<file path="src/rtl/prover_late_seq_pkg.sv">
// Shared types and field helpers for the late-round sum-check sequencer.
// F_NBITS / F_Q default here only when the surrounding build has not defined them.
`ifndef F_NBITS
`define F_NBITS 32
`endif
`ifndef F_Q
`define F_Q 32'hFFFF_FFFB
`endif

package prover_late_seq_pkg;

    localparam int unsigned F_NBITS = `F_NBITS;
    localparam logic [F_NBITS-1:0] F_Q = F_NBITS'(`F_Q);

    typedef logic [F_NBITS-1:0] felem_t;
    typedef logic [F_NBITS:0]   fwide_t;

    // Quadratic round coefficients H(x) = c0 + c1*x + c2*x^2.
    typedef struct packed {
        felem_t c2;
        felem_t c1;
        felem_t c0;
    } coef_t;

    typedef enum logic [2:0] {
        IDLE,
        LAUNCH,
        WAIT_GATE,
        SEND,
        WAIT_TAU,
        PREP
    } seq_state_e;

    // Modular add of two reduced elements: one conditional subtract.
    function automatic felem_t modadd(input felem_t a, input felem_t b);
        fwide_t s;
        s = fwide_t'(a) + fwide_t'(b);
        if (s >= fwide_t'(F_Q)) begin
            s = s - fwide_t'(F_Q);
        end
        return s[F_NBITS-1:0];
    endfunction

    // Single-subtract reduction; inputs are assumed below 2*F_Q.
    function automatic felem_t reduce_once(input felem_t t);
        felem_t r;
        r = t;
        if (t >= F_Q) begin
            r = t - F_Q;
        end
        return r;
    endfunction

    // (1 - t) mod F_Q for a reduced t, widened so F_Q+1 never wraps.
    function automatic felem_t one_minus(input felem_t t);
        fwide_t w;
        felem_t r;
        w = (fwide_t'(F_Q) + fwide_t'(1)) - fwide_t'(t);
        if (t == '0) begin
            r = F_NBITS'(1);
        end else if (t == F_NBITS'(1)) begin
            r = '0;
        end else begin
            r = w[F_NBITS-1:0];
        end
        return r;
    endfunction

endpackage

</file>
<file path="src/rtl/prover_late_round_seq_if.sv">
// Verifier-side channel: coefficients out, challenge tau back in.
interface prover_late_round_seq_if;
    import prover_late_seq_pkg::*;

    coef_t  coef_out;
    logic   coef_valid;
    logic   coef_ready;
    felem_t tau_in;
    logic   tau_valid;
    logic   tau_ready;

    modport master (
        output coef_out,
        output coef_valid,
        input  coef_ready,
        input  tau_in,
        input  tau_valid,
        output tau_ready
    );

    modport slave (
        input  coef_out,
        input  coef_valid,
        output coef_ready,
        output tau_in,
        output tau_valid,
        input  tau_ready
    );

endinterface

</file>
<file path="src/rtl/field_one_minus_reg.sv">
// Captures and reduces the verifier challenge, then registers tau and (1 - tau)
// for the next compute pass; both outputs hold until the next load.
module field_one_minus_reg
    import prover_late_seq_pkg::*;
(
    input  logic   clk,
    input  logic   rst,
    input  logic   cap_en,
    input  logic   load_en,
    input  felem_t tau_in,
    output felem_t tau_out,
    output felem_t m_tau_p1_out
);

    felem_t tau_cap;

    always_ff @(posedge clk) begin
        if (rst) begin
            tau_cap      <= '0;
            tau_out      <= '0;
            m_tau_p1_out <= '0;
        end else begin
            if (cap_en) begin
                tau_cap <= reduce_once(tau_in);
            end
            if (load_en) begin
                tau_out      <= tau_cap;
                m_tau_p1_out <= one_minus(tau_cap);
            end
        end
    end

endmodule

</file>
<file path="src/rtl/prover_late_round_seq.sv">
// Late-round sum-check sequencer: one compute pass per round, coefficients to the
// verifier, challenge back. Optional round-sum check under PROVER_LATE_SUMCHK_EN.
module prover_late_round_seq
    import prover_late_seq_pkg::*;
#(
    parameter  int unsigned ninputs = 8,
    localparam int unsigned ninbits = $clog2(ninputs),
    localparam int unsigned nrounds = 2 * ninbits,
    localparam int unsigned RND_W   = $clog2(nrounds + 1)
) (
    input  logic                        clk,
    input  logic                        rst,
    input  logic                        start,
    output logic                        busy,
    output logic                        done,
    output logic [RND_W-1:0]            round,
    output logic                        gate_en,
    output logic                        gate_restart,
    input  logic                        gate_ready_pulse,
    input  coef_t                       gate_c,
    output felem_t                      tau_out,
    output felem_t                      m_tau_p1_out,
    output felem_t                      sum_out,
    prover_late_round_seq_if.master     chan
);

    seq_state_e       state_q, state_d;
    logic [RND_W-1:0] round_d;
    logic             busy_d, done_d, gate_en_d, gate_restart_d;
    logic             coef_valid_d, tau_ready_d;
    logic             coef_hs, tau_hs, last_round, gate_latch, sum_ready_d;
    coef_t            coef_q;

    assign coef_hs    = chan.coef_valid & chan.coef_ready;
    assign tau_hs     = chan.tau_valid & chan.tau_ready;
    assign last_round = (round == RND_W'(nrounds - 1));
    assign gate_latch = (state_q == WAIT_GATE) & gate_ready_pulse;

`ifdef PROVER_LATE_SUMCHK_EN
    logic [1:0] sum_step_q;
    felem_t     sum_acc_q, sum_q;

    // Round sum 2*c0 + c1 + c2 folded over three cycles after the latch.
    always_ff @(posedge clk) begin
        if (rst) begin
            sum_step_q <= 2'd0;
            sum_acc_q  <= '0;
            sum_q      <= '0;
        end else if (gate_latch) begin
            sum_step_q <= 2'd1;
        end else begin
            case (sum_step_q)
                2'd1: begin
                    sum_acc_q  <= modadd(coef_q.c0, coef_q.c0);
                    sum_step_q <= 2'd2;
                end
                2'd2: begin
                    sum_acc_q  <= modadd(sum_acc_q, coef_q.c1);
                    sum_step_q <= 2'd3;
                end
                2'd3: begin
                    sum_q      <= modadd(sum_acc_q, coef_q.c2);
                    sum_step_q <= 2'd0;
                end
                default: ;
            endcase
        end
    end

    // Valid may only rise once the sum lands, so a ready verifier never races it.
    assign sum_ready_d = ~gate_latch & ((sum_step_q == 2'd0) | (sum_step_q == 2'd3));
    assign sum_out     = sum_q;
`else
    assign sum_ready_d = 1'b1;
    assign sum_out     = '0;
`endif

    always_comb begin
        state_d = state_q;
        round_d = round;
        done_d  = 1'b0;
        unique case (state_q)
            IDLE: begin
                if (start) begin
                    state_d = LAUNCH;
                    round_d = '0;
                end
            end
            LAUNCH:    state_d = WAIT_GATE;
            WAIT_GATE: if (gate_ready_pulse) state_d = SEND;
            SEND:      if (coef_hs) state_d = WAIT_TAU;
            WAIT_TAU: begin
                if (tau_hs) begin
                    state_d = PREP;
                    done_d  = last_round;
                end
            end
            PREP: begin
                if (last_round) begin
                    state_d = IDLE;
                end else begin
                    state_d = LAUNCH;
                    round_d = round + RND_W'(1);
                end
            end
            default: state_d = IDLE;
        endcase

        busy_d         = (state_d != IDLE);
        gate_en_d      = (state_d == LAUNCH);
        gate_restart_d = gate_en_d & (round_d == '0);
        coef_valid_d   = (state_d == SEND) & sum_ready_d;
        tau_ready_d    = (state_d == WAIT_TAU);
    end

    always_ff @(posedge clk) begin
        if (rst) begin
            state_q         <= IDLE;
            round           <= '0;
            busy            <= 1'b0;
            done            <= 1'b0;
            gate_en         <= 1'b0;
            gate_restart    <= 1'b0;
            chan.coef_valid <= 1'b0;
            chan.tau_ready  <= 1'b0;
        end else begin
            state_q         <= state_d;
            round           <= round_d;
            busy            <= busy_d;
            done            <= done_d;
            gate_en         <= gate_en_d;
            gate_restart    <= gate_restart_d;
            chan.coef_valid <= coef_valid_d;
            chan.tau_ready  <= tau_ready_d;
        end
    end

    // Coefficients are latched once per pass and held through SEND.
    always_ff @(posedge clk) begin
        if (rst) begin
            coef_q <= '0;
        end else if (gate_latch) begin
            coef_q <= gate_c;
        end
    end

    assign chan.coef_out = coef_q;

    field_one_minus_reg u_tau_reg (
        .clk          (clk),
        .rst          (rst),
        .cap_en       (tau_hs),
        .load_en      (state_q == PREP),
        .tau_in       (chan.tau_in),
        .tau_out      (tau_out),
        .m_tau_p1_out (m_tau_p1_out)
    );

endmodule

</file>
<file path="src/flat_wrapper.sv">
// flat-port wrapper written by rule: the top's interface ports become plain ports
module prover_late_round_seq_flat import prover_late_seq_pkg::*;
#(
    parameter  int unsigned ninputs = 8,
    localparam int unsigned ninbits = $clog2(ninputs),
    localparam int unsigned nrounds = 2 * ninbits,
    localparam int unsigned RND_W   = $clog2(nrounds + 1)
)
  (clk, rst, start, busy, done, round, gate_en, gate_restart, gate_ready_pulse, gate_c, tau_out, m_tau_p1_out, sum_out, chan_coef_out, chan_coef_valid, chan_coef_ready, chan_tau_in, chan_tau_valid, chan_tau_ready);
  prover_late_round_seq_if chan_i ();
  input  logic clk;
  input  logic rst;
  input  logic start;
  output logic busy;
  output logic done;
  output logic [RND_W-1:0] round;
  output logic gate_en;
  output logic gate_restart;
  input  logic gate_ready_pulse;
  input  coef_t gate_c;
  output felem_t tau_out;
  output felem_t m_tau_p1_out;
  output felem_t sum_out;
  output wire logic [$bits(chan_i.coef_out)-1:0] chan_coef_out;
  output wire logic [$bits(chan_i.coef_valid)-1:0] chan_coef_valid;
  input wire logic [$bits(chan_i.coef_ready)-1:0] chan_coef_ready;
  input wire logic [$bits(chan_i.tau_in)-1:0] chan_tau_in;
  input wire logic [$bits(chan_i.tau_valid)-1:0] chan_tau_valid;
  output wire logic [$bits(chan_i.tau_ready)-1:0] chan_tau_ready;
  assign chan_coef_out = chan_i.coef_out;
  assign chan_coef_valid = chan_i.coef_valid;
  assign chan_i.coef_ready = chan_coef_ready;
  assign chan_i.tau_in = chan_tau_in;
  assign chan_i.tau_valid = chan_tau_valid;
  assign chan_tau_ready = chan_i.tau_ready;
  prover_late_round_seq #(.ninputs(ninputs)) u_core (.clk(clk), .rst(rst), .start(start), .busy(busy), .done(done), .round(round), .gate_en(gate_en), .gate_restart(gate_restart), .gate_ready_pulse(gate_ready_pulse), .gate_c(gate_c), .tau_out(tau_out), .m_tau_p1_out(m_tau_p1_out), .sum_out(sum_out), .chan(chan_i));
endmodule
</file>
<file path="config.mk">
export PLATFORM = sky130hd
export DESIGN_NAME = prover_late_round_seq_flat
export DESIGN_NICKNAME = d
export VERILOG_FILES = /design/src/rtl/prover_late_seq_pkg.sv /design/src/rtl/prover_late_round_seq_if.sv /design/src/rtl/field_one_minus_reg.sv /design/src/rtl/prover_late_round_seq.sv /design/src/flat_wrapper.sv
export SDC_FILE = /design/constraint.sdc
export NUM_CORES = 1
export LEC_CHECK = 0
export CAP_MARGIN = 10
export CORE_AREA = 10 10 153 155
export DETAILED_ROUTE_END_ITERATION = 12
export DIE_AREA = 0 0 163 165
export PLACE_DENSITY = 0.75
export SYNTH_ARGS = -nofsm -noshare
export SYNTH_HDL_FRONTEND = slang
export SYNTH_SLANG_ARGS = --single-unit
</file>
<file path="constraint.sdc">
create_clock -name clk -period 2.55 [get_ports clk]
set_input_delay 0.6375 -clock clk [delete_from_list [all_inputs] [get_ports clk]]
set_output_delay 0.6375 -clock clk [all_outputs]
set_load 0.005 [all_outputs]
</file>
======== After elaboration in Yosys (flattened, before gate mapping) ========
Index checks and enable logic that the tools add are counted.
operators by class
  add/sub/neg operators ................... 3
  magnitude comparators ................... 1
  equality and inequality tests ........... 10
  multiplexer cells ....................... 12
  bitwise logic cells ..................... 6
  reductions and logical operators ........ 5
operator list
  cell                                                                     count
  32-bit two-way mux                                                       3
  32-bit by 1-bit equality test with 1-bit output (second input constant)  1
  32-bit greater-or-equal comparator (second input constant)               1
  32-bit logical NOT                                                       1
  32-bit subtractor (first input constant)                                 1
  32-bit subtractor (second input constant)                                1
  3-bit two-way mux                                                        6
  3-bit case mux with 6 select lines                                       1
  3-bit equality test (second input constant)                              4
  3-bit by 2-bit equality test with 1-bit output (second input constant)   3
  3-bit by 1-bit equality test with 1-bit output (second input constant)   2
  3-bit logical NOT                                                        2
  3-bit case mux with 2 select lines                                       1
  1-bit bitwise AND                                                        4
  3-bit by 1-bit adder with 3-bit output (second input constant)           1
  3-bit nonzero test                                                       1
  3-bit OR reduction                                                       1
  1-bit inverter                                                           2
  1-bit two-way mux                                                        1
storage, ports and cells
  flip-flop bits (word level) ............. 204
  input port bits ......................... 134
  output and inout port bits .............. 201
  word-level logic and storage cells ...... 51

======== Depth between registers and ports, before layout ========
  depth after elaboration ................. 5
  gate-level depth with buffers ........... 8
  gate-level depth less buffers ........... 7

======== Modules after synthesis ========
Synthesis repeated with hierarchy kept, for this count alone.
unflattened totals
  cell total of the unflattened synthesis .. 958
  area, all modules ....................... 8363.0 µm²
modules (own cells, without submodules)
  module                 times used  cells an instance  area each (µm²)  sequential area each (µm²)
  field_one_minus_reg    1           447                4277.9           1921.8
  prover_late_round_seq  1           511                4085.2           2162.1

======== Least setup slack after synthesis ========
OpenSTA, ideal clock, no wires.
  kind .................................... input port to flip-flop
  start ................................... in chan_tau_in[0]
  end ..................................... reg u_core.u_tau_reg.tau_cap[13]
  library setup time ...................... 0.117 ns
  data arrival time ....................... 1.895 ns
  required time ........................... 2.433 ns
  path slack .............................. 0.538 ns
  stages on the path ...................... 7
  buffers on the path ..................... 1
  path through ............................ ha_1 -> o211ai_1 -> nor4_1 -> nand2_1 -> o21a_1 -> buf_2 -> a22o_1
between the ends
  cells in the longest elaborated chain, start to end .. 2
  elaborated cells between the ends (all ways) .. 3
  those cells by class .................... add/sub (1); order compare (1); mux (1)
RTL lines
  what                                                                            RTL line                                              text
  start, declared                                                                 flat_wrapper.sv:27                                    input wire logic [$bits(chan_i.tau_in)-1:0] chan_tau_in;
  32-bit subtractor / 32-bit greater-or-equal comparator (equally long branches)  prover_late_seq_pkg.sv:49, prover_late_seq_pkg.sv:48
  32-bit two-way mux (*)                                                          prover_late_seq_pkg.sv:48                             if (t >= F_Q) begin
  end signal, assigned                                                            field_one_minus_reg.sv:24                             tau_cap <= reduce_once(tau_in);
  end, declared                                                                   field_one_minus_reg.sv:15                             felem_t tau_cap;
Every way passes the cells marked *; elsewhere a longest branch is shown, timed or not.
A chain may end at the register's enable or synchronous reset.

======== Final worst setup path ========
  start ................................... reg u_core.u_tau_reg.tau_cap[6]
  end ..................................... reg u_core.u_tau_reg.m_tau_p1_out[19]
between the ends
  cells in the longest elaborated chain, start to end .. 3
  elaborated cells between the ends (all ways) .. 5
  those cells by class .................... add/sub (1); eq/ne (1); mux (2); reduce/logical (1)
RTL lines
  what                                                                                         RTL line                                              text
  32-bit subtractor / 32-bit by 1-bit equality test with 1-bit output (equally long branches)  prover_late_seq_pkg.sv:58, prover_late_seq_pkg.sv:61
  32-bit two-way mux                                                                           prover_late_seq_pkg.sv:61                             end else if (t == F_NBITS'(1)) begin
  32-bit two-way mux (*)                                                                       prover_late_seq_pkg.sv:59                             if (t == '0) begin
  end signal, assigned                                                                         field_one_minus_reg.sv:28                             m_tau_p1_out <= one_minus(tau_cap);
  end, declared                                                                                field_one_minus_reg.sv:12                             output felem_t m_tau_p1_out
Marked as above.

==> flow_summary.yaml <==
status:
  status: "finished, final reports clean"
route:
  route.detailed.drc: 0
  vias_per_cell: 4.96
  drt_first_pass_iters: 5
  routed_wl_um: 28200
  ant_nets: 0
  dr_wl_met2_um: 13900
  highest-signal-layer: "met4"
  route.met3.wl_um: 2090
  drt_iter0_drc: 569
  drt-met1-wl_um: 11000
  wl_per_cell_um: 18.4
  vias: 7619
final_layout:
  nets: 1389
  final_cell_mix: "301 x clkdlybuf4s50_1, 285 x nand2_1, 204 x dfxtp_1"
  utilization: 0.593
  fin_cells: 1537
  area_delta_synth_final_pct: 49.3
  drive_gt1_frac: 0.0585
  layout_commonest_cell: "clkdlybuf4s50_1"
worst_hold_path:
  hp-start: "u_core.chan.coef_out[57]$_SDFFE_PP0P_"
  hold_class: "reg2reg"
run:
  drv_cap: 0
grt:
  antenna_found_initial: 2
  grt.overflow.total: 0
  grt_pass1_vias: 7315
  grt_max_degree: 97
  grt_pass1_wl_um: 41500
  grtUsageTotal: 0.193
sta:
  finalCriticalPeriod_ns: 2.40
  tightest_slew_ns: 0.987
  whs_ns: 0.450
  clock.fmax_mhz: 416
  hold_violations: 0
  maxSlewHeadroom: 0.340
  final-max-slew-violation-count: 0
  rsz0062_at_grt: "false"
  period_share: 0.942
  fin_worst_skew_ns: 0.0123
  finalSetupViolations: 0
clock_network:
  worstSkewPairLatency_ns: 0.50
  numCtsBuffers: 23
  clk_pin_slew_ns: 0.06
  post_cts_buffers: 0
  clk_path_buf_depth: 3
  cts_sinks: 204
  cts_resized: 0
  cts-root-buf: "clkbuf_16"
  holdBufCountCts: 0
  cts_tree: "done"
  cts_max_level: 1
floorplanning:
  die_w_um: 163
  pin_count: 335
  die_area_um2: 26900
  start_util: 0.397
  core-area_um2: 20200
  rows: 52
  fp.dieH_um: 165
placement:
  dp.cells: 1495
  portBuffers: 302
  place.gp.congestion: 0.866
  dpl.hpwl_um: 20900
power:
  combPwrFrac: 0.083
  power_uw: 7180
  pwr-share-seq: 0.457
  powerDensity_nw_per_um2: 600
  clkPwrFrac: 0.461
  ir_worst_vdd_mv: 0.457
  p_sw_uw: 1580
  p_leak_uw: 0.00419
  internal-power_uw: 5600
  switching_share: 0.220
setup_path:
  cpMaxStageDelayCell: "nor4_1"
  critPathLaunchType: "register"
  critPathKind: "reg2reg"
  max_stage_delay_ns: 0.61
  crit_chain: "nor4_1 -> nand4_1 -> o31a_1 -> nor2b_4 -> a22o_1"
  worst_ep_required_time_ns: 2.93
  arrival_ns: 2.78
  worst_r2r_startpoint: "u_core.u_tau_reg.tau_cap[6]$_SDFFE_PP0P_"
  end_kind: "register"
  critPathMaxFanout: 21
  cp-startpoint: "u_core.u_tau_reg.tau_cap[6]$_SDFFE_PP0P_"
synth:
  synth_top_area_frac: 0.510
  synth.area.top_cells: "dfxtp_1 51%, nand2_1 13%, a21oi_1 9.2%, a22o_1 3.9%, buf_4 3.0%"
  yosysTopAreaCell: "dfxtp_1"
  ys_seq_elements: 204
  synth_cells: 965
  avgSynthCellArea_um2: 8.31
  syn_area_um2: 8020
  yosysUniqueCellTypes: 46
  ys_warn_count: 0
  ys_seq_area_frac: 0.510
[critical path: cells and delay by family (launching register included)]
kind | cells | cell delay [ns]
compound gates | 2 | 0.72
flops | 1 | 0.38
simple gates | 3 | 1.19
[per-stage QoR]
step / setup slack [ns] / TNS [ns] / cell area, µm²
floorplan: 0.538 / 0 / 8130
global placement: 0.103 / 0 / 11200
detailed placement: -0.0216 / -0.244 / 11200
CTS: 0.237 / 0 / 12000
global route: 0.0561 / 0 / 12000
finish: 0.148 / 0 / 12000
[power groups by stage]
| stage | combinational [µW] | clock [µW] | sequential (µW) |
|---|---|---|---|
| floorplan | 216 | 0 | 3350 |
| global placement | 591 | 0 | 3350 |
| detailed placement | 594 | 0 | 3350 |
| CTS | 598 | 3380 | 3280 |
| global route | 644 | 3510 | 3290 |
| finish | 596 | 3310 | 3280 |
[logic make-up (layout without fill, tap and decap cells)]
logic type | Yosys count | in the layout | synth area share
muxes | 2 | 2 | 0.00250
AOI/OAI and AO/OA | 211 | 211 | 0.156
xor gates and xnor gates | 31 | 31 | 0.0339
buffers and inverters | 110 | 380 | 0.0718
and+or+nand+nor | 401 | 401 | 0.218
other | 1 | 33 | 0.000468
adders and majority gates | 5 | 5 | 0.00781
DFF | 204 | 204 | 0.510
[cell type report]
class,count,area (µm²)
flip-flops and latches,204,4080
multi-input cells,682,3470
clock inverters,7,93.8
inverters,8,30.0
fillers,1792,8210
repair buffers,331,3280
diodes,1,2.50
well taps,270,338
clock buffers,34,667
[state kept, by name, indices dropped and copies added (netlist names)]
| register | cells |
|---|---|
| u_core.busy | 1 |
| u_core.state_q | 3 |
| u_core.u_tau_reg.tau_out | 32 |
| u_core.round | 3 |
| u_core.gate_en | 1 |
| u_core.done | 1 |
| u_core.gate_restart | 1 |
| u_core.u_tau_reg.m_tau_p1_out | 32 |
| u_core.chan.coef_valid | 1 |
| u_core.u_tau_reg.tau_cap | 32 |
| u_core.chan.coef_out | 96 |
| u_core.chan.tau_ready | 1 |
[worst paths after layout]
| path | endpoint | cells past startpoint | slack, ns |
|---|---|---|---|
| worst max-delay path | u_core.u_tau_reg.m_tau_p1_out[19]$_SDFFE_PP0P_ | 5 | 0.15 |
| worst min-delay path | u_core.chan.coef_out[57]$_SDFFE_PP0P_ | 2 | 0.45 |
| worst max register to register | u_core.u_tau_reg.m_tau_p1_out[19]$_SDFFE_PP0P_ | 5 | 0.15 |
| worst min register to register | u_core.chan.coef_out[57]$_SDFFE_PP0P_ | 2 | 0.45 |
[cells in the mapped netlist, drive strengths merged]
cell and instances:
a211oi 3, a21o 1, a21oi 148, a22o 36, a22oi 9, a2bb2oi 1
a31oi 2, a32oi 1, and2 3, and3 4, and3b 2, and4 4
buf 61, clkbuf 41, conb 1, dfxtp 204, ha 5, inv 8
mux2i 2, nand2 285, nand3 30, nand3b 3, nand4 16, nor2 31
nor2b 3, nor3 6, nor3b 1, nor4 11, nor4b 1, o211ai 5
o21a 1, o21ai 3, o31a 1, or3 1, xnor2 10, xor2 21
[metal layers]
metal | vias to the layer above | track usage
li1 | 3757 | -
met1 | 3496 | 0.229
met2 | 300 | 0.326
met3 | 66 | 0.0433
met4 | 0 | 0.0885
met5 | - | 0
Power figures use the tool's default switching activity.
